`config.mk`:
```
export PLATFORM = sky130hd
export DESIGN_NAME = secuenciador_horno
export DESIGN_NICKNAME = d
export VERILOG_FILES = /design/src/rtl/secuenciador_horno.sv
export SDC_FILE = /design/constraint.sdc
export NUM_CORES = 1
export LEC_CHECK = 0
export BUFFER_PORTS_ARGS = -buffer_cell sky130_fd_sc_hd__buf_4
export CAP_MARGIN = 20
export CORE_ASPECT_RATIO = 0.8
export CORE_MARGIN = 3
export CORE_UTILIZATION = 57
export CTS_CLUSTER_SIZE = 25
export DETAILED_ROUTE_END_ITERATION = 7
export PLACE_DENSITY = 0.82
export SYNTH_ARGS = -nofsm -noshare
export SYNTH_HDL_FRONTEND = slang
export SYNTH_SLANG_ARGS = --single-unit
```
`constraint.sdc`:
```
create_clock -name clk -period 2.46 [get_ports clk]
set_input_delay 0 -clock clk [delete_from_list [all_inputs] [get_ports clk]]
set_output_delay 0 -clock clk [all_outputs]
set_load 0.02 [all_outputs]
```
`src/rtl/secuenciador_horno.sv`:
```
// Oven sequencer: timed cook cycle with door pause, latched
// emergency stop and timed end-of-cycle alarm.
module secuenciador_horno #(
   parameter int CLK_PER_SEC = 1000,
   parameter int TIME_W      = 8,
   parameter int ALARM_SECS  = 3
) (
   input  logic              clk,
   input  logic              rst,
   input  logic              S,
   input  logic              B,
   input  logic              start,
   input  logic [TIME_W-1:0] time_in,
   output logic              H,
   output logic              P,
   output logic              A,
   output logic [TIME_W-1:0] remaining,
   output logic              busy
);

   localparam int TICK_W    = $clog2(CLK_PER_SEC);
   localparam int ALARM_LEN = ALARM_SECS * CLK_PER_SEC;
   localparam int ALARM_W   = $clog2(ALARM_LEN);

   localparam logic [TICK_W-1:0]  TICK_LAST  = TICK_W'(CLK_PER_SEC - 1);
   localparam logic [ALARM_W-1:0] ALARM_LAST = ALARM_W'(ALARM_LEN - 1);

   typedef enum logic [2:0] {
      IDLE,
      COOK,
      PAUSE,
      DONE,
      EMERG
   } state_t;

   state_t              state, state_n;
   logic [TIME_W-1:0]   rem_q, rem_n;
   logic [TICK_W-1:0]   tick_q, tick_n;
   logic [ALARM_W-1:0]  alarm_q, alarm_n;
   logic                wrap;

   always_ff @(posedge clk) begin
      if (rst) begin
         state   <= IDLE;
         rem_q   <= '0;
         tick_q  <= '0;
         alarm_q <= '0;
      end else begin
         state   <= state_n;
         rem_q   <= rem_n;
         tick_q  <= tick_n;
         alarm_q <= alarm_n;
      end
   end

   assign wrap = (tick_q == TICK_LAST);

   always_comb begin
      state_n = state;
      rem_n   = rem_q;
      tick_n  = tick_q;
      alarm_n = alarm_q;
      if (B) begin
         state_n = EMERG;
         rem_n   = '0;
         tick_n  = '0;
         alarm_n = '0;
      end else begin
         unique case (state)
            IDLE: begin
               if (start && !S && time_in != '0) begin
                  state_n = COOK;
                  rem_n   = time_in;
                  tick_n  = '0;
               end
            end
            COOK: begin
               // The cycle that samples S is still a heating cycle,
               // so it is counted before the block pauses.
               if (wrap) begin
                  tick_n = '0;
                  if (rem_q != '0)
                     rem_n = rem_q - TIME_W'(1);
               end else begin
                  tick_n = tick_q + TICK_W'(1);
               end
               if (wrap && rem_q <= TIME_W'(1)) begin
                  state_n = DONE;
                  alarm_n = '0;
               end else if (S) begin
                  state_n = PAUSE;
               end
            end
            PAUSE: begin
               if (start && !S)
                  state_n = COOK;
            end
            DONE: begin
               if (S || alarm_q == ALARM_LAST) begin
                  state_n = IDLE;
                  alarm_n = '0;
               end else begin
                  alarm_n = alarm_q + ALARM_W'(1);
               end
            end
            EMERG: begin
               if (S)
                  state_n = IDLE;
            end
            default: state_n = IDLE;
         endcase
      end
   end

   always_comb begin
      H    = 1'b0;
      P    = 1'b1;
      A    = 1'b0;
      busy = 1'b0;
      unique case (state)
         IDLE: ;
         COOK: begin
            H    = 1'b1;
            P    = 1'b0;
            busy = 1'b1;
         end
         PAUSE: busy = 1'b1;
         DONE:  A = 1'b1;
         EMERG: A = 1'b1;
         default: ;
      endcase
   end

   assign remaining = rem_q;

endmodule

```
==> run metrics <==
row count=18; CP bufs+invs=0; number of fill cells=270; largest delay contributor family on the critical path=simple AND/OR/NAND/NOR gates; post-route ant nets=0; worst clock skew=0.00810 ns; Mapped Avg Cell Area=7.67 um2; crit start category=flop; #FFs+latches synth=33; Final Hold Vio Count=0; CTS clock-pin slew for the worst setup and hold paths=0.06 ns; final setup fails=0; first-pass GRT wire length=7.86 mm; worst min-delay path class=in -> reg; RSZ-0062 raised after global routing=false; placed inst area=2170 um2; die area=4120 um2; crit path DAT=2.47 ns; slowest CP cell=or4_4; WL met3=305 um; CTS max path bufs=2; synthesized cell area=1930 um2; Area growth syn-to-layout=19.2%; setup ws final=0.186 ns; leak pwr=0.821 nW; async set or reset register ratio after synthesis=0; input/output buffers=24; Die Ht=58.0 um; Via density=6.24; Critical Path Fanout Max=5; multiplexer share of the synthesized area=0.0208; max incr delay on CP=0.51 ns; pin count of the biggest net entering global routing=27; Worst Setup Path Type=reg -> reg; fmax=440 MHz; H-Tree Depth=2; max-slew violations=0; DRC errors left=0; latest clock arrival within the worst-skew pair=0.28 ns; total gr overflow=0; Power Density=492 nW/um2; Max transition margin=0.422; I/O pins=25; Clock Sinks=33; TritonCTS clock tree=done; Post-CTS Setup Bufs=0; routed wire length per instance=14.6 um; cts bufs inserted=5; die width=71.0 um; core area=3150 um2; Post-Route WL=4.70 mm; final core utilization=0.728; setup slack at placement=0.210 ns; Gate Count Post-Synth=251; vias in the first global route=1,735; outcome=completed; routability-driven placement congestion ratio=0.896; setup TNS=0 ns; share of layout cells above drive strength 1=0.178; post-cts sizing count=0; Tmin final=2.27 ns; Detail Placement HPWL=3.25 mm; post-synth cell types=50; Layout Nets=297; Starting Density=0.611; Synth Area in Adders=0.0260; Overall Power=0.00113 W; post-synthesis xor/xnor area fraction=0.0136; Compound-Gate Fraction of Synth Area=0.247; Worst Tran Pin Value=0.864 ns; CTS Root Cell=clkbuf_8; Antenna diodes=0; CP most frequent cell=or4_4; uppermost layer routed=met4; top_reg_cell synth=dfxtp_1; vias=2,004; Initial DRT Pass Iterations=4; Max VDD drop=0.000334 V; DR WL met2=2.04 mm; CP Cell Sequence=or4_4 -> or4_4 -> o31a_1 -> a211o_1 -> o31ai_2; CP required=2.66 ns; wl on met1=2.26 mm; 1st-iter DRT viols=138; GRT Total Usage=0.236; EDFF count, synth=0; syn_nets=268; initial antenna violation count=0; final period utilization=0.924; crit path capture type=flop; synth warn=0; max-cap violations=0; Simple-Gate Fraction of Synth Area=0.307; largest family of logic cells by synthesized area=simple AND/OR/NAND/NOR gates; register area share after synthesis=0.343; post-route cell area=2300 um2
[area by class of cell]
cell class,count,area [um2],area share
Multi-Input combinational cell,197,1180,0.515
Timing Repair Buffer,36,275,0.120
Sequential cell,33,661,0.288
Clock inverter,1,5.00,0.00218
Inverter,7,26.3,0.0114
Clock buffer,7,96.3,0.0420
Tap cell,40,50.0,0.0218
[repair_timing]
action | CTS | global route
endpoints found under the setup margin | 0 | 0
hold buffers | 2 | 0
hold endpoints to repair | 1 | 0
[stage by stage]
step                hold slack [ns]  instances
global placement              0.171        311
CTS                          0.0618        321
floorplan                    0.0691        251
detailed placement            0.174        311
global route                 0.0611        321
finish                       0.0703        321
[power breakdown]
| part | internal (W) | switching, W | total [W] | leakage [nW] |
|---|---|---|---|---|
| registers | 0.000539 | 0.00000760 | 0.000547 | 0.266 |
| logic | 0.0000609 | 0.0000750 | 0.000136 | 0.500 |
| clock network | 0.000253 | 0.000195 | 0.000448 | 0.0542 |
[state kept, by name, summed over array words and instances, names as in the netlist]
name	flops
alarm_q	12
remaining	8
state	3
tick_q	10
[per-layer routing]
layer / vias to the layer above / GRT usage
met1: 919 / 0.330
met3: 11 / 0.0555
met2: 77 / 0.349
li1: 997 / -
met4: 0 / 0.0992
met5: - / 0
[cells by family after synthesis]
kind of cell             Yosys count
AND/OR/NAND/NOR                  114
AO/OA/AOI/OAI                     72
flip-flops                        33
buffers and inverters             21
multiplexers                       4
adder cells (fa/ha/maj)            4
XOR/XNOR                           3
[layout by cell type, fill, tap and decap left out, drive strengths merged, types with 2 or more instances in the layout]
cell type and instances:
buf 34, dfxtp 33, nand2 29, nor2 27, o21ai 21, a21oi 17
a311oi 12, nand3 10, nor3 9, clkbuf 7, inv 6, and3 6
or4 6, nand4 4, or3 4, a31oi 4, mux2i 4, ha 4
a41oi 3, and2 3, nand2b 3, or3b 2, nor3b 2, xnor2 2
nor2b 2, o21a 2, a221oi 2, a32o 2, dlygate4sd3 2, clkinv 2
nor4 2
[path summary, 6_finish.rpt]
check / cells past startpoint / endpoint / slack, ns / from
worst min-delay path: 3 / remaining[5] / 0.07 / time_in[5]
worst max-delay path: 5 / state[0] / 0.19 / remaining[6]
worst min register to register: 1 / alarm_q[5] / 0.47 / alarm_q[5]
worst max register to register: 5 / state[0] / 0.19 / remaining[6]
[worst register-to-register path: cells and delay by family (launching register included)]
| family | cells | cell delay [ns] |
|---|---|---|
| flip-flops | 1 | 0.35 |
| AO/OA/AOI/OAI | 3 | 0.84 |
| AND/OR/NAND/NOR | 2 | 1.01 |
[cells in the mapped netlist (all sizes together), types with 6 or more instances]
| master | n | area, um2 |
|---|---|---|
| a311oi | 12 | 105 |
| inv | 6 | 22.5 |
| a21oi | 17 | 85.1 |
| clkbuf | 10 | 37.5 |
| dfxtp | 33 | 661 |
| nor2 | 27 | 101 |
| o21ai | 21 | 105 |
| and3 | 6 | 37.5 |
| or4 | 6 | 53.8 |
| nand3 | 10 | 50.1 |
| nand2 | 29 | 109 |
| nor3 | 9 | 45.0 |
No activity file was read; power rests on OpenSTA's default activity.
